`config.mk`:
```
export PLATFORM = sky130hd
export DESIGN_NAME = song_session_ctrl_flat
export DESIGN_NICKNAME = d
export VERILOG_FILES = /design/src/rtl/song_session_ctrl_if.sv /design/src/rtl/song_session_ctrl.sv /design/src/flat_wrapper.sv
export SDC_FILE = /design/constraint.sdc
export NUM_CORES = 1
export LEC_CHECK = 0
export BUFFER_PORTS_ARGS = -buffer_cell sky130_fd_sc_hd__buf_2
export CORE_ASPECT_RATIO = 2
export CORE_UTILIZATION = 23
export DETAILED_ROUTE_END_ITERATION = 16
export GPL_TIMING_DRIVEN = 0
export SKIP_CTS_REPAIR_TIMING = 1
export SYNTH_ARGS = -nofsm -noshare
export SYNTH_HDL_FRONTEND = slang
export SYNTH_SLANG_ARGS = --single-unit
```
`constraint.sdc`:
```
create_clock -name clk -period 4.5 [get_ports clk]
set_input_delay 0.45 -clock clk [delete_from_list [all_inputs] [get_ports clk]]
set_output_delay 0.45 -clock clk [all_outputs]
set_load 0.02 [all_outputs]
```
`src/rtl/song_session_ctrl_if.sv`:
```
// Session bus between board controls / music player (master) and song_session_ctrl (slave).
// The signal names keep the controller's _i/_o port direction suffixes.
interface song_session_if;
  logic        start_i;
  logic        stop_i;
  logic        pause_i;
  logic [1:0]  song_sel_i;
  logic [1:0]  difficulty_i;
  logic [15:0] bpm_i;
  logic        player_done_i;
  logic        play_o;
  logic [1:0]  song_sel_o;
  logic [1:0]  difficulty_o;
  logic [15:0] bpm_o;
  logic        beat_tick_o;
  logic [11:0] beat_num_o;
  logic [2:0]  countin_o;
  logic [2:0]  state_o;
  logic        busy_o;
  logic        session_done_o;

  modport master (
    output start_i, stop_i, pause_i, song_sel_i, difficulty_i, bpm_i, player_done_i,
    input  play_o, song_sel_o, difficulty_o, bpm_o, beat_tick_o, beat_num_o,
           countin_o, state_o, busy_o, session_done_o
  );

  modport slave (
    input  start_i, stop_i, pause_i, song_sel_i, difficulty_i, bpm_i, player_done_i,
    output play_o, song_sel_o, difficulty_o, bpm_o, beat_tick_o, beat_num_o,
           countin_o, state_o, busy_o, session_done_o
  );
endinterface

```
`src/rtl/song_session_ctrl.sv`:
```
// Play-session sequencer: latch config, BPM phase-accumulator beat, count-in, play/pause/finish.
// All outputs registered (1 cycle after the deciding edge); no backpressure. SESSION_LOOP_EN loops sessions.
module song_session_ctrl #(
  parameter int unsigned CLK_HZ        = 50_000_000,
  parameter int unsigned COUNTIN_BEATS = 4,
  parameter int unsigned DEFAULT_BPM   = 120,
  parameter int unsigned MAX_BPM       = 300
) (
  input  logic         clk,
  input  logic         resetn,
  song_session_if.slave bus
);
  localparam logic [2:0]  S_IDLE    = 3'd0;
  localparam logic [2:0]  S_LOAD    = 3'd1;
  localparam logic [2:0]  S_COUNTIN = 3'd2;
  localparam logic [2:0]  S_PLAY    = 3'd3;
  localparam logic [2:0]  S_PAUSE   = 3'd4;
  localparam logic [2:0]  S_FINISH  = 3'd5;
  localparam logic [32:0] PER       = 33'(CLK_HZ) * 33'd60;
  localparam logic [15:0] MAX_B     = 16'(MAX_BPM);
  localparam logic [15:0] DEF_B     = 16'(DEFAULT_BPM);
  localparam logic [2:0]  CNT_INIT  = 3'(COUNTIN_BEATS);

  logic [2:0]  state_q, state_d;
  logic        start_q, armed_q, start_edge;
  logic [31:0] acc_q, acc_d;
  logic [32:0] acc_sum, acc_wrap;
  logic        adv, tick_c;
  logic        play_q, play_d, tick_q, tick_d, done_q, done_d;
  logic [1:0]  song_q, song_d, diff_q, diff_d;
  logic [15:0] bpm_q, bpm_d, bpm_san;
  logic [11:0] beat_q, beat_d;
  logic [2:0]  cnt_q, cnt_d;

  // armed_q blocks a start level held high across reset release from looking like an edge
  assign start_edge = bus.start_i & ~start_q & armed_q & (state_q == S_IDLE);
  assign bpm_san    = (bus.bpm_i == 16'd0 || bus.bpm_i > MAX_B) ? DEF_B : bus.bpm_i;

  always_ff @(posedge clk or negedge resetn) begin
    if (!resetn) state_q <= S_IDLE;
    else         state_q <= state_d;
  end

  always_comb begin
    state_d = state_q;
    unique case (state_q)
      S_IDLE:    if (start_edge) state_d = S_LOAD;
      S_LOAD:    state_d = bus.stop_i ? S_IDLE : S_COUNTIN;
      S_COUNTIN: begin
        if (bus.stop_i)                       state_d = S_IDLE;
        else if (tick_q && cnt_q == 3'd1)     state_d = S_PLAY;
      end
      S_PLAY: begin
        if (bus.stop_i)                       state_d = S_IDLE;
        else if (bus.player_done_i)           state_d = S_FINISH;
        else if (bus.pause_i)                 state_d = S_PAUSE;
      end
      S_PAUSE: begin
        if (bus.stop_i)                       state_d = S_IDLE;
        else if (bus.player_done_i)           state_d = S_FINISH;
        else if (!bus.pause_i)                state_d = S_PLAY;
      end
`ifdef SESSION_LOOP_EN
      S_FINISH:  state_d = bus.stop_i ? S_IDLE : S_COUNTIN;
`else
      S_FINISH:  state_d = S_IDLE;
`endif
      default:   state_d = S_IDLE;
    endcase
  end

  // The pause-exit cycle already advances, so a pause of N cycles delays the beat by exactly N.
  always_comb begin
    acc_sum  = {1'b0, acc_q} + {17'd0, bpm_q};
    acc_wrap = acc_sum - PER;
    adv      = !bus.stop_i && ((state_q == S_COUNTIN) ||
               ((state_q == S_PLAY || state_q == S_PAUSE) && !bus.player_done_i && !bus.pause_i));
    tick_c   = adv && (acc_sum >= PER);
    acc_d    = acc_q;
    song_d   = song_q;
    diff_d   = diff_q;
    bpm_d    = bpm_q;
    beat_d   = beat_q;
    cnt_d    = cnt_q;
    tick_d   = tick_c;
    play_d   = (state_d == S_PLAY);
    done_d   = (state_d == S_FINISH);
    if (adv) acc_d = tick_c ? acc_wrap[31:0] : acc_sum[31:0];
    if (state_q == S_COUNTIN && tick_q && !bus.stop_i) cnt_d = cnt_q - 3'd1;
    if (state_q == S_PLAY && tick_q && !bus.stop_i && beat_q != 12'hFFF) beat_d = beat_q + 12'd1;
    if (state_q == S_LOAD && !bus.stop_i) begin
      song_d = bus.song_sel_i;
      diff_d = bus.difficulty_i;
      bpm_d  = bpm_san;
      acc_d  = 32'd0;
      beat_d = 12'd0;
      cnt_d  = CNT_INIT;
    end
`ifdef SESSION_LOOP_EN
    if (state_q == S_FINISH && !bus.stop_i) begin
      acc_d  = 32'd0;
      beat_d = 12'd0;
      cnt_d  = CNT_INIT;
    end
`endif
  end

  always_ff @(posedge clk or negedge resetn) begin
    if (!resetn) begin
      start_q <= 1'b0;
      armed_q <= 1'b0;
      acc_q   <= 32'd0;
      tick_q  <= 1'b0;
      play_q  <= 1'b0;
      done_q  <= 1'b0;
      song_q  <= 2'd0;
      diff_q  <= 2'd0;
      bpm_q   <= 16'd0;
      beat_q  <= 12'd0;
      cnt_q   <= 3'd0;
    end else begin
      start_q <= bus.start_i;
      armed_q <= 1'b1;
      acc_q   <= acc_d;
      tick_q  <= tick_d;
      play_q  <= play_d;
      done_q  <= done_d;
      song_q  <= song_d;
      diff_q  <= diff_d;
      bpm_q   <= bpm_d;
      beat_q  <= beat_d;
      cnt_q   <= cnt_d;
    end
  end

  assign bus.play_o         = play_q;
  assign bus.song_sel_o     = song_q;
  assign bus.difficulty_o   = diff_q;
  assign bus.bpm_o          = bpm_q;
  assign bus.beat_tick_o    = tick_q;
  assign bus.beat_num_o     = beat_q;
  assign bus.countin_o      = cnt_q;
  assign bus.state_o        = state_q;
  assign bus.busy_o         = (state_q != S_IDLE);
  assign bus.session_done_o = done_q;
endmodule

```
`src/flat_wrapper.sv`:
```
// flat-port wrapper written by rule: the top's interface ports become plain ports
module song_session_ctrl_flat 
#(
  parameter int unsigned CLK_HZ        = 50_000_000,
  parameter int unsigned COUNTIN_BEATS = 4,
  parameter int unsigned DEFAULT_BPM   = 120,
  parameter int unsigned MAX_BPM       = 300
)
  (clk, resetn, bus_start_i, bus_stop_i, bus_pause_i, bus_song_sel_i, bus_difficulty_i, bus_bpm_i, bus_player_done_i, bus_play_o, bus_song_sel_o, bus_difficulty_o, bus_bpm_o, bus_beat_tick_o, bus_beat_num_o, bus_countin_o, bus_state_o, bus_busy_o, bus_session_done_o);
  song_session_if bus_i ();
  input  logic clk;
  input  logic resetn;
  input wire logic [$bits(bus_i.start_i)-1:0] bus_start_i;
  input wire logic [$bits(bus_i.stop_i)-1:0] bus_stop_i;
  input wire logic [$bits(bus_i.pause_i)-1:0] bus_pause_i;
  input wire logic [$bits(bus_i.song_sel_i)-1:0] bus_song_sel_i;
  input wire logic [$bits(bus_i.difficulty_i)-1:0] bus_difficulty_i;
  input wire logic [$bits(bus_i.bpm_i)-1:0] bus_bpm_i;
  input wire logic [$bits(bus_i.player_done_i)-1:0] bus_player_done_i;
  output wire logic [$bits(bus_i.play_o)-1:0] bus_play_o;
  output wire logic [$bits(bus_i.song_sel_o)-1:0] bus_song_sel_o;
  output wire logic [$bits(bus_i.difficulty_o)-1:0] bus_difficulty_o;
  output wire logic [$bits(bus_i.bpm_o)-1:0] bus_bpm_o;
  output wire logic [$bits(bus_i.beat_tick_o)-1:0] bus_beat_tick_o;
  output wire logic [$bits(bus_i.beat_num_o)-1:0] bus_beat_num_o;
  output wire logic [$bits(bus_i.countin_o)-1:0] bus_countin_o;
  output wire logic [$bits(bus_i.state_o)-1:0] bus_state_o;
  output wire logic [$bits(bus_i.busy_o)-1:0] bus_busy_o;
  output wire logic [$bits(bus_i.session_done_o)-1:0] bus_session_done_o;
  assign bus_i.start_i = bus_start_i;
  assign bus_i.stop_i = bus_stop_i;
  assign bus_i.pause_i = bus_pause_i;
  assign bus_i.song_sel_i = bus_song_sel_i;
  assign bus_i.difficulty_i = bus_difficulty_i;
  assign bus_i.bpm_i = bus_bpm_i;
  assign bus_i.player_done_i = bus_player_done_i;
  assign bus_play_o = bus_i.play_o;
  assign bus_song_sel_o = bus_i.song_sel_o;
  assign bus_difficulty_o = bus_i.difficulty_o;
  assign bus_bpm_o = bus_i.bpm_o;
  assign bus_beat_tick_o = bus_i.beat_tick_o;
  assign bus_beat_num_o = bus_i.beat_num_o;
  assign bus_countin_o = bus_i.countin_o;
  assign bus_state_o = bus_i.state_o;
  assign bus_busy_o = bus_i.busy_o;
  assign bus_session_done_o = bus_i.session_done_o;
  song_session_ctrl #(.CLK_HZ(CLK_HZ), .COUNTIN_BEATS(COUNTIN_BEATS), .DEFAULT_BPM(DEFAULT_BPM), .MAX_BPM(MAX_BPM)) u_core (.clk(clk), .resetn(resetn), .bus(bus_i));
endmodule
```
**Word-level counts from Yosys, hierarchy flattened**

Index checks and enable logic that the tools add are counted.

- Flip-flop bits (word level): 75
- Bits of input ports: 26
- Output and inout port bits: 42
- Logic and storage cells: 72

- $add $sub $neg: 4
- Order comparisons: 2
- Equal/unequal tests: 8
- Multiplexer cells: 19
- Bitwise logic cells: 4
- Reduce and logical (&&, ||, !) cells: 23

Operators by type and width:

| operator | count |
|---|---|
| 32-bit 2-to-1 mux | 3 |
| 32-bit by 16-bit adder with 33-bit output | 1 |
| 33-bit by 32-bit >= comparator with 1-bit output, second input constant | 1 |
| 3-bit 2-to-1 mux | 11 |
| 32-bit subtractor, second input constant | 1 |
| 12-bit 2-to-1 mux | 2 |
| 16-bit by 9-bit greater-than comparator with 1-bit output, second input constant | 1 |
| 16-bit zero test | 1 |
| 16-bit 2-to-1 mux | 1 |
| 3-bit one-hot mux with 5 select lines | 1 |
| 12-bit by 1-bit adder with 12-bit output, second input constant | 1 |
| 12-bit != test, second input constant | 1 |
| 1-bit logical AND | 11 |
| 3-bit by 2-bit equality test with 1-bit output, second input constant | 3 |
| 3-bit by 1-bit equality test with 1-bit output, second input constant | 2 |
| 3-bit equality test, second input constant | 2 |
| 2-bit nonzero test | 3 |
| 1-bit bitwise AND | 3 |
| 1-bit zero test | 3 |
| 3-bit zero test | 1 |
| 1-bit logical OR | 3 |
| 3-bit nonzero test | 1 |
| 3-bit by 1-bit subtractor with 3-bit output, second input constant | 1 |
| 2-bit 2-to-1 mux | 1 |
| 1-bit inverter | 1 |

**Depth between registers and ports, before layout**

Gate-level depths: netlist (run 1).

- Word-level depth: 10
- Gate-level depth with buffers: 16
- Depth with buffers taken out: 15

**Worst setup path after synthesis (run 1)**

Ideal clock, no wire load.

- Path kind: reg2reg
- Start: register u_core.bpm_q[0], in the netlist u_core.bus.bpm_o[0]
- End: register u_core.acc_q[20]
- Setup time: 0.124 ns
- Data arrival time: 3.918 ns
- Required time: 4.376 ns
- Path slack: 0.458 ns
- Cell stages (with the launch flop): 16
- Path buffers: 1
- Period minus slack after synthesis: 4.042 ns
- Cells stage by stage: dfrtp_1 -> ha_1 -> fa_1 -> a211oi_1 -> o211ai_1 -> a22oi_1 -> a211oi_1 -> or2_4 -> or4_1 -> buf_2 -> nand4b_4 -> nand4_4 -> o21ai_4 -> or3_1 -> and2_0 -> a211o_1

- Longest elaborated chain between the ends: 6
- Elaborated cells between the ends (all ways): 7
- Classes of those cells: add/sub (2); order compare (1); mux (3); reduce/logical (1)

RTL lines:

| element | RTL line | RTL |
|---|---|---|
| start: declaration | song_session_ctrl.sv:31 | `logic [15:0] bpm_q, bpm_d, bpm_san;` |
| start signal: assignment | song_session_ctrl.sv:130 | `bpm_q <= bpm_d;` |
| 32-bit by 16-bit adder with 33-bit output * | song_session_ctrl.sv:74 | `acc_sum = {1'b0, acc_q} + {17'd0, bpm_q};` |
| 33-bit by 32-bit >= comparator with 1-bit output | song_session_ctrl.sv:78 | `tick_c = adv && (acc_sum >= PER);` |
| 1-bit logical AND | song_session_ctrl.sv:78 |  |
| 32-bit 2-to-1 mux * (2 in a row) | song_session_ctrl.sv:88 | `if (adv) acc_d = tick_c ? acc_wrap[31:0] : acc_sum[31:0];` |
| 32-bit 2-to-1 mux * | song_session_ctrl.sv:91 | `if (state_q == S_LOAD && !bus.stop_i) begin` |
| end signal: assignment | song_session_ctrl.sv:112 | `acc_q <= 32'd0;` |
| end signal: assignment | song_session_ctrl.sv:124 | `acc_q <= acc_d;` |
| end: declaration | song_session_ctrl.sv:26 | `logic [31:0] acc_q, acc_d;` |

Every way passes the cells marked *; elsewhere a longest branch is shown, timed or not. The select of a mux whose other input is x is not followed.
A chain may end at the register's enable or synchronous reset.

**Worst setup path after layout (run 1)**

- Start: register u_core.bpm_q[0], in the netlist u_core.bus.bpm_o[0]
- End: register u_core.acc_q[27]

Same word-level chain as after synthesis.

==> key figures, run 1 <==
Outcome
  • Outcome: complete, no violations

Power and ir drop
  • Leakage dissipation: 2.94 nW
  • NetSw: 684 uW
  • Switching Share: 0.336
  • Int Power: 1.35 mW
  • VDD IR max: 0.276 mV
  • PD cells: 308 mW/mm^2
  • Total power: 2.04 mW
  • Sequential power share: 0.371
  • Logic gate share of total power: 0.260
  • Clock power frac: 0.369

Place
  • Port-buffer cells: 67
  • Placed instance area: 0.00616 sq mm
  • Final GP Congestion: 0.919
  • Hpwl dp: 14500 um

Synthesis
  • Simple-Gate Fraction of Synth Area: 0.260
  • Most frequent cell after synthesis: nand2_1
  • Largest family of logic cells by synthesized area: simple AND/OR/NAND/NOR gates
  • Ys Warns: 0
  • Async set-reset flop share out of synthesis: 1.00
  • Leading area contributor after synthesis: dfrtp_1
  • Synth cell count leaders: nand2_1 (79), dfrtp_1 (75), nor2_1 (49)
  • Post-synth EDFFs: 0
  • Register area share after synthesis: 0.345
  • Synthesized area: 0.00544 sq mm
  • Ys flop type: dfrtp_1
  • Post-Synthesis Cells: 647
  • Synth area leaders: dfrtp_1 (34%), nand2_1 (5.5%), xnor2_1 (4.8%)
  • Syn nets: 694
  • Distinct cells, synth: 71
  • Mux cell area share after synthesis: 0.0129
  • Register bit total from synthesis: 75
  • Post-Synth Adder-Cell Area: 0.0497
  • Yosys top cell area share: 0.345
  • Avg Inst Size Synth: 8.41 sq um
  • Synth Area in Compound Gates: 0.222
  • Synth Area in XOR/XNOR: 0.0773

Setup path
  • Crit path max fanout: 10
  • Slowest library cell on the worst path: or4_1
  • Crit path arrival time: 4550 ps
  • Startpoint Class: flop
  • Setup CP Type: reg -> reg
  • Critical path buffer and inverter count: 3
  • CP endpoint kind: flop
  • Critical path data required time: 4720 ps
  • Critical Path Max Stage Delay: 500 ps
  • CP top delay family: compound AO/OA/AOI/OAI gates
  • Worst-path cell chain: ha_2, fa_2, a211oi_2, o211ai_1, buf_4, a22oi_1, a211oi_1, or2_4, or4_1, buf_2, o2111ai_4, nand4_4, o21ai_4, buf_8, nor2_1, xnor2_1, o221ai_1

Route
  • Met2 WL: 10400 um
  • Vias per std cell: 5.22
  • Met1 wire length: 6130 um
  • Post-Route WL: 18300 um
  • 1st-pass router iterations: 4
  • DRC viols: 0
  • Vias: 5342
  • Drt first-iter violations: 211
  • WL met3: 462 um
  • Post-DRT Antenna Nets: 0
  • Max Used Layer: met4
  • Post-DR wirelength/cell: 17.9 um

STA
  • Fin crit share: 0.961
  • Worst slew pin tran: 1110 ps
  • Unrepaired setup endpoints after global routing: yes
  • F_max: 0.231 GHz
  • Max Clock Skew: 15.5 ps
  • Setup Total Neg Slack: 0 ps
  • Max-slew violations: 0
  • Fin. Hold Viols: 0
  • # setup viols final: 0
  • Slew HR: 0.253
  • Fin crit period: 4320 ps

Floorplan
  • Die ar.: 0.0243 sq mm
  • Starting density of the core: 0.234
  • I/O pin total: 68
  • Row count: 79
  • Die Width: 111 um
  • Placeable Area: 0.0232 sq mm
  • Die Ht: 220 um

Min path
  • HP Class: in -> reg

Final layout
  • N_diodes: 0
  • Design area: 0.00660 sq mm
  • Synth-to-layout area growth: 21.4%
  • Nets: 782
  • Fraction of layout cells with a size suffix above 1: 0.177

CTS
  • Num Clock Sinks: 75
  • Clock Pin Slew Worst Setup and Hold Paths: 60 ps
  • CTS Buf Count: 9
  • CTS tree: done
  • Insertion delay to the later sink of the worst-skew pair: 370 ps
  • Max Root-Sink Buffers: 2
  • Clock root cell: clkbuf_16
  • H-tree Lvls: 3

Global routing
  • Global-route wire length before repair: 28600 um
  • Number of global-route vias before repair: 5467
  • Initial antenna violation count: 0
  • Global Route Usage Sum: 0.153
  • Largest net degree at the start of global routing: 64
  • Grt total ovfl: 0

Run
  • MaxCap Viol Count: 0
[worst reg2reg max path, stage by stage, from the launching register on]
cell and delay (ps):
dfrtp_1 420, ha_2 230, fa_2 380, a211oi_2 250
o211ai_1 140, buf_4 200, a22oi_1 170, a211oi_1 140
or2_4 260, or4_1 510, buf_2 190, o2111ai_4 250
nand4_4 180, o21ai_4 300, buf_8 190, nor2_1 100
xnor2_1 160, o221ai_1 140
[cells in the final DEF (no fill, tap or decap), types with 9 or more instances in the layout]
master / Yosys / routed
nand2_1: 79 / 79
a21oi_1: 36 / 34
and3_1: 12 / 12
dfrtp_1: 75 / 75
nor3_1: 20 / 20
buf_2: 9 / 75
clkbuf_16: 0 / 9
xor2_1: 18 / 18
clkbuf_1: 18 / 21
inv_1: 13 / 13
ha_1: 20 / 19
buf_4: 0 / 9
nor2b_1: 12 / 11
nand4_1: 13 / 13
xnor2_1: 30 / 30
nand3_1: 36 / 35
nor2_1: 49 / 48
o211ai_1: 9 / 9
or3_1: 13 / 13
o21ai_0: 47 / 45
[sequential cells by signal, summed over array words and instances, names as in the netlist]
register / count
u_core.start_q: 1
u_core.bus.bpm_o: 16
u_core.bus.session_done_o: 1
u_core.acc_q: 32
u_core.bus.song_sel_o: 2
u_core.bus.beat_tick_o: 1
u_core.bus.countin_o: 3
u_core.armed_q: 1
u_core.bus.play_o: 1
u_core.bus.beat_num_o: 12
u_core.bus.difficulty_o: 2
u_core.bus.state_o: 3
[power groups by stage]
stage / logic [mW] / clock network [mW] / registers (mW)
after floorplan: 0.313 / 0 / 0.782
after CTS: 0.497 / 0.765 / 0.756
after detailed placement: 0.493 / 0 / 0.767
after global routing: 0.571 / 0.788 / 0.760
final: 0.529 / 0.751 / 0.756
after global placement: 0.483 / 0 / 0.766
[area by class of cell]
| class | instances | area, sq um |
|---|---|---|
| fillers | 2471 | 16600 |
| multi-input cells | 530 | 3460 |
| flip-flops and latches | 75 | 1880 |
| repair buffers | 77 | 435 |
| well taps | 283 | 354 |
| clock buffers | 13 | 250 |
| plain buffers | 29 | 131 |
| inverters | 13 | 48.8 |
| clock inverters | 3 | 46.3 |
[path summary, 6_finish.rpt]
kind,cells after the start,startpoint,to,slack [ps]
max reg2reg,17,u_core.bus.bpm_o[0],u_core.acc_q[27],180
max in group asynchronous,3,resetn,u_core.acc_q[31],3390
min,1,bus_start_i,u_core.start_q,220
min reg2reg,2,u_core.bus.difficulty_o[0],u_core.bus.difficulty_o[0],480
max,17,u_core.bus.bpm_o[0],u_core.acc_q[27],180
min in group asynchronous,2,resetn,u_core.bus.beat_num_o[0],510
[routing by layer]
metal	vias up	track usage
met4	0	0.127
met5	-	0
met3	64	0.0173
met2	122	0.307
met1	2616	0.132
li1	2540	-
[stage by stage]
stage | worst slack [ps] | hold WS (ps) | util | cells
final | 177 | 218 | 0.284 | 1023
after global routing | -64.0 | 214 | 0.284 | 1023
after CTS | -163 | -63.9 | 0.278 | 1014
after detailed placement | -141 | 318 | 0.265 | 998
after global placement | -97.6 | 457 | 0.264 | 997
after floorplan | 458 | 154 | - | 647
[cell families (layout without fill, tap and decap cells)]
| logic type | after synthesis | in the layout |
|---|---|---|
| xor+xnor | 48 | 48 |
| fa+ha+maj | 21 | 21 |
| mux | 7 | 7 |
| simple gates | 275 | 275 |
| buf+inv | 42 | 135 |
| flops | 75 | 75 |
| compound gates | 178 | 178 |
| other cells | 1 | 1 |
No activity file was read; power rests on OpenSTA's default activity.
==> run 2, diff against run 1 <==
- RECOVER_POWER: default -> 25
- SLEW_MARGIN: default -> 20
==> run 2 against run 1 <==
Net effect:
- the flow now finishes with violations (max-capacitance violations, max-slew violations)
- die area is the same
- routed wire length grew 0.63%
- final area grew 0.27%
- fmax shrank 1.1%
- utilization grew 0.075 points
- critical endpoint unchanged
- largest cell class unchanged
- highest routed layer unchanged
==> key figures, run 2 (synthesis gave the netlist of run 1 again) <==
Run
  • MaxCap Viol Count: 1 (+1)

Setup path
  • CP top delay family: compound AO/OA/AOI/OAI gates
  • Startpoint Class: flop
  • Critical Path Max Stage Delay: 510 ps (about the same)
  • Worst-path cell chain: ha_2, fa_2, a211oi_2, o211ai_1, a22oi_1, a211oi_1, or2_4, or4_1, buf_2, o2111ai_4, nand4_4, o21ai_4, buf_8, nor2_1, xnor2_1, o221ai_1
  • Crit path arrival time: 4590 ps (+40 ps)
  • Critical path data required time: 4720 ps (about the same)
  • Crit path max fanout: 9 (-1)
  • Setup CP Type: reg -> reg
  • CP endpoint kind: flop
  • Slowest library cell on the worst path: or4_1
  • Critical path buffer and inverter count: 2 (-1)

Final layout
  • Nets: 788 (+0.77%)
  • Most common cell after layout, fill and taps aside: nand2_1
  • Biggest register: u_core.acc_q
  • N_diodes: 0 (unchanged)
  • Non-Filler Instances: 1028 (+0.49%)
  • Design area: 0.00662 sq mm (+0.27%)
  • Fraction of layout cells with a size suffix above 1: 0.183 (+0.00552)
  • Max reg flops: 32 (unchanged)
  • Fillcell total: 2485 (+0.57%)
  • Synth-to-layout area growth: 21.7%
  • Most frequent cells in the layout: nand2_1 (79), dfrtp_1 (75), buf_2 (74)
  • Multi-input logic area: 0.00346 sq mm (about the same)
  • Register Area: 0.00188 sq mm (unchanged)

Global routing
  • Grt total ovfl: 0 (unchanged)
  • Initial antenna violation count: 0 (unchanged)
  • Global-route wire length before repair: 28900 um (+1.0%)
  • Global Route Usage Sum: 0.156 (+0.00271)
  • Largest net degree at the start of global routing: 55 (-14%)
  • Number of global-route vias before repair: 5511 (+0.80%)

CTS
  • Insertion delay to the later sink of the worst-skew pair: 360 ps (about the same)
  • Num Clock Sinks: 75 (unchanged)
  • Max Root-Sink Buffers: 2 (unchanged)
  • Clock root cell: clkbuf_16
  • H-tree Lvls: 3 (unchanged)
  • Clock Pin Slew Worst Setup and Hold Paths: 60 ps (about the same)
  • CTS Buf Count: 9 (unchanged)
  • CTS tree: done

Floorplan
  • Placeable Area: 0.0232 sq mm (unchanged)
  • Row count: 79 (unchanged)
  • Die Ht: 220 um (unchanged)
  • Die Width: 111 um (unchanged)
  • Starting density of the core: 0.234 (unchanged)
  • Die ar.: 0.0243 sq mm (unchanged)
  • I/O pin total: 68 (unchanged)

STA
  • Setup ws final: 131 ps (-46.0 ps)
  • Max Clock Skew: 15.0 ps (-0.482 ps)
  • F_max: 0.229 GHz (-1.1%)
  • # setup viols final: 0 (unchanged)
  • Fin crit period: 4370 ps (+46.0 ps)
  • Worst slew pin tran: 3010 ps (+1900 ps)
  • Fin. Hold Viols: 0 (unchanged)
  • Unrepaired setup endpoints after global routing: yes
  • Slew HR: -1.01 (-1.26)
  • Setup Total Neg Slack: 0 ps (unchanged)
  • Fin crit share: 0.971 (+0.0102)
  • Max-slew violations: 55 (+55)

Route
  • Post-DRT Antenna Nets: 0 (unchanged)
  • Post-Route WL: 18400 um (+0.63%)
  • Vias: 5340 (-0.037%)
  • DRC viols: 0 (unchanged)
  • Post-DR wirelength/cell: 17.9 um (+0.14%)
  • Vias per std cell: 5.19 (-0.52%)
  • 1st-pass router iterations: 4 (unchanged)
  • Drt first-iter violations: 235 (+11%)

Outcome
  • Outcome: complete, but fails checks
  • Failing checks: max-capacitance violations, max-slew violations

Power and ir drop
  • PD cells: 308 mW/mm^2 (-0.25%)
  • Total power: 2.04 mW (about the same)
  • Leakage dissipation: 2.97 nW (+0.91%)
  • VDD IR max: 0.252 mV (-8.6%)

Place
  • Placed instance area: 0.00616 sq mm (unchanged)
  • Cell Count Post-Placement: 998 (unchanged)
  • Place WS: -128 ps (+12.5 ps)
  • Port-buffer cells: 67 (unchanged)
  • Final GP Congestion: 0.919 (unchanged)
  • Hpwl dp: 14400 um (-0.54%)

Min path
  • HP Class: in -> reg
## run 2: changes by cell type in the layout (fill, tap and decap cells not counted), sizes merged
| cell | previous run | this run |
|---|---|---|
| dlygate4sd3 | 1 | 0 |
| clkbuf | 31 | 33 |
| buf | 87 | 91 |
## run 2: worst register-to-register path, cell delays in order, from the launching register on
cell and delay (ps):
dfrtp_1 420, ha_2 230, fa_2 380, a211oi_2 230, o211ai_1 310, a22oi_1 260
a211oi_1 150, or2_4 270, or4_1 510, buf_2 190, o2111ai_4 250, nand4_4 170
o21ai_4 300, buf_8 180, nor2_1 90, xnor2_1 160, o221ai_1 140
## run 2: area by class of cell
cell class | instances | area share
clock inverter | 3 | 0.00699
tap | 283 | 0.0535
buffer | 29 | 0.0198
sequential | 75 | 0.284
inverter | 13 | 0.00737
multi-input combinational | 530 | 0.522
timing repair buffer | 83 | 0.0679
clock buffer | 12 | 0.0387
## run 2: path summary, 6_finish.rpt
kind | startpoint | endpoint | slack, ps | cells after the start
max | u_core.bus.bpm_o[0] | u_core.acc_q[27] | 130 | 16
min | bus_start_i | u_core.start_q | 240 | 1
max reg2reg | u_core.bus.bpm_o[0] | u_core.acc_q[27] | 130 | 16
min reg2reg | u_core.bus.difficulty_o[0] | u_core.bus.difficulty_o[0] | 480 | 2
max in group asynchronous | resetn | u_core.bus.state_o[1] | 730 | 2
min in group asynchronous | resetn | u_core.bus.beat_num_o[6] | 320 | 1
## run 2: routing by layer
| layer | routed length (um) | vias up | GRT usage | share of wire |
|---|---|---|---|---|
| li1 | - | 2557 | - | - |
| met1 | 6160 | 2596 | 0.135 | 0.33 |
| met2 | 10600 | 129 | 0.307 | 0.57 |
| met3 | 545 | 58 | 0.0242 | 0.030 |
| met4 | 1140 | 0 | 0.129 | 0.062 |
| met5 | 0 | - | 0 | 0 |
## run 2: report_power, final
part	switching, mW	internal (mW)
registers	0.0365	0.720
clock network	0.293	0.459
logic	0.335	0.193
## run 2: through the flow
step / utilization / hold slack (ps)
floorplan: - / 154
global placement: 0.264 / 457
detailed placement: 0.265 / 371
CTS: 0.278 / -10.7
global route: 0.285 / 231
finish: 0.285 / 239
==> run 3, diff against run 2 <==
- clock period: 4.5 -> 5.5 ns (I/O delays scaled with it)
==> run 3 against run 2 <==
Net effect:
- the flow still finishes with violations (max-capacitance violations, max-slew violations)
- global-route usage unchanged
- highest routed layer unchanged
- critical path depth decreased by 1
- sequential power decreased by 18%
==> key figures, run 3 (synthesis gave the netlist of run 1 again) <==
STA
  • F_max: 0.211 GHz (-7.6%)
  • Hold Slack: 337 ps (+97.9 ps)
  • Slew HR: -0.982 (+0.0231)
  • Fin crit period: 4730 ps (+360 ps)
  • Unrepaired setup endpoints after global routing: no
  • Max-slew violations: 55 (unchanged)
  • Setup Total Neg Slack: 0 ps (unchanged)
  • Fin crit share: 0.860 (-0.111)
  • Max Clock Skew: 12.2 ps (-2.86 ps)
  • # setup viols final: 0 (unchanged)
  • Worst slew pin tran: 2970 ps (-34.7 ps)
  • Fin. Hold Viols: 0 (unchanged)

Floorplan
  • Row count: 79 (unchanged)
  • Die ar.: 0.0243 sq mm (unchanged)
  • I/O pin total: 68 (unchanged)
  • Die Width: 111 um (unchanged)
  • Die Ht: 220 um (unchanged)
  • Placeable Area: 0.0232 sq mm (unchanged)
  • Starting density of the core: 0.234 (unchanged)

Outcome
  • Failing checks: max-capacitance violations, max-slew violations
  • Outcome: complete, but fails checks

Global routing
  • GRT met2 Usage: 0.307 (unchanged)
  • Grt total ovfl: 0 (unchanged)
  • Global-route wire length before repair: 28900 um (unchanged)
  • Met3 Track Usage GR: 0.0242 (unchanged)
  • Global Route Usage Sum: 0.156 (unchanged)
  • Number of global-route vias before repair: 5511 (unchanged)
  • Largest net degree at the start of global routing: 55 (unchanged)
  • Met1 global-route usage: 0.135 (unchanged)
  • Initial antenna violation count: 0 (unchanged)
  • Most used routing layer: met2

Setup path
  • Setup CP Type: reg -> reg
  • R2r worst-path depth: 15 (-1)
  • RR Endpoint: u_core.acc_q[20]
  • Worst Setup EP: u_core.acc_q[20]
  • Crit path arrival time: 4970 ps (+380 ps)
  • Startpoint Class: flop
  • FF-to-FF Start: u_core.bus.bpm_o[0]
  • CP endpoint kind: flop
  • Crit path max fanout: 8 (-1)
  • R2r setup slk: 770 ps (+640 ps)
  • Critical path startpoint: u_core.bus.bpm_o[0]
  • Critical path data required time: 5740 ps (+1020 ps)

Power and ir drop
  • Sequential power share: 0.378 (+0.006)
  • Int Power: 1.10 mW (-20%)
  • NetSw: 538 uW (-19%)
  • Clock power frac: 0.376 (+0.007)
  • Logic gate share of total power: 0.247 (-0.012)
  • Switching Share: 0.328 (+0.00203)
  • VDD IR max: 0.206 mV (-18%)
  • Leakage dissipation: 2.89 nW (-2.6%)
  • PD cells: 255 mW/mm^2 (-17%)

Place
  • Cell Count Post-Placement: 998 (unchanged)
  • Hpwl dp: 14400 um (unchanged)
  • Final GP Congestion: 0.919 (unchanged)
  • Port-buffer cells: 67 (unchanged)

Route
  • Drt first-iter violations: 207 (-12%)
  • Vias: 5305 (-0.66%)
  • Post-DR wirelength/cell: 18.0 um (+0.34%)
  • Vias per std cell: 5.24 (+0.82%)
  • Post-DRT Antenna Nets: 0 (unchanged)
  • DRC viols: 0 (unchanged)
  • Post-Route WL: 18200 um (-1.1%)
  • 1st-pass router iterations: 4 (unchanged)

Final layout
  • Fillcell total: 2487 (+0.080%)
  • Non-Filler Instances: 1013 (-1.5%)
  • Synth-to-layout area growth: 18.3%
  • Most common cell after layout, fill and taps aside: nand2_1
  • N_diodes: 0 (unchanged)
  • Most frequent cells in the layout: nand2_1 (79), dfrtp_1 (75), buf_2 (74)
  • Fraction of layout cells with a size suffix above 1: 0.145 (-0.0373)
  • Biggest register: u_core.acc_q
  • Max reg flops: 32 (unchanged)
  • Nets: 773 (-1.9%)

CTS
  • Clock Pin Slew Worst Setup and Hold Paths: 60 ps (about the same)
  • CTS Buf Count: 9 (unchanged)
  • Num Clock Sinks: 75 (unchanged)
  • Insertion delay to the later sink of the worst-skew pair: 360 ps (about the same)
  • Clock root cell: clkbuf_16
  • CTS tree: done
  • Max Root-Sink Buffers: 2 (unchanged)
  • H-tree Lvls: 3 (unchanged)

Min path
  • Min-delay src: bus_start_i
  • HP Class: in -> reg
  • WHS Path Cells: 1 (unchanged)

Run
  • MaxCap Viol Count: 1 (unchanged)
## run 3: changes by cell type in the layout (fill, tap and decap cells not counted), sizes merged
| cell | previous run | this run |
|---|---|---|
| buf | 91 | 76 |
## run 3: final cells by class
class	count	area, sq um	area share
tap	283	354	0.0550
sequential	75	1880	0.292
clock inverter	3	46.3	0.00720
inverter	13	48.8	0.00758
clock buffer	12	256	0.0399
multi-input combinational	530	3390	0.526
timing repair buffer	68	337	0.0523
buffer	29	128	0.0198
## run 3: critical path, stage by stage (launching register included)
cell and delay [ps]:
dfrtp_1 410, ha_1 270, fa_1 440, a211oi_1 310, o211ai_1 340, a21boi_0 330, xnor2_1 220, ha_1 250
a31oi_1 130, nor2b_1 600, o2111ai_4 230, nand4_4 170, o21ai_4 110, or3_1 390, and2_0 160, a211o_1 250
## run 3: worst min path at each step
stage / endpoint / slack [ps]
6_report: u_core.start_q / 340
4_1_cts: u_core.bus.beat_num_o[6] / 90
3_3_place_gp: u_core.bus.difficulty_o[1] / 460
5_1_grt: u_core.start_q / 330
2_1_floorplan: u_core.acc_q[0] / 250
3_5_place_dp: u_core.bus.song_sel_o[1] / 460
## run 3: power by group through the flow
stage / Combinational (mW) / Sequential [mW] / Clock, mW
floorplan: 0.256 / 0.640 / 0
global placement: 0.395 / 0.627 / 0
detailed placement: 0.401 / 0.628 / 0
CTS: 0.406 / 0.619 / 0.630
global route: 0.445 / 0.624 / 0.652
finish: 0.404 / 0.619 / 0.616
## run 3: per-stage QoR
stage                     cell area (sq um)  power, mW   util  setup WS (ps)
after floorplan                        5440      0.896      -           1460
after global placement                 6130       1.02  0.264            902
after detailed placement               6160       1.03  0.265            872
after CTS                              6460       1.65  0.278            836
after global routing                   6430       1.72  0.277            509
final                                  6430       1.64  0.277            770
## run 3: layer usage
layer | vias to the layer above | wire (um)
met5 | - | 0
met4 | 0 | 1380
met3 | 75 | 515
met2 | 132 | 10200
met1 | 2579 | 6080
li1 | 2519 | -
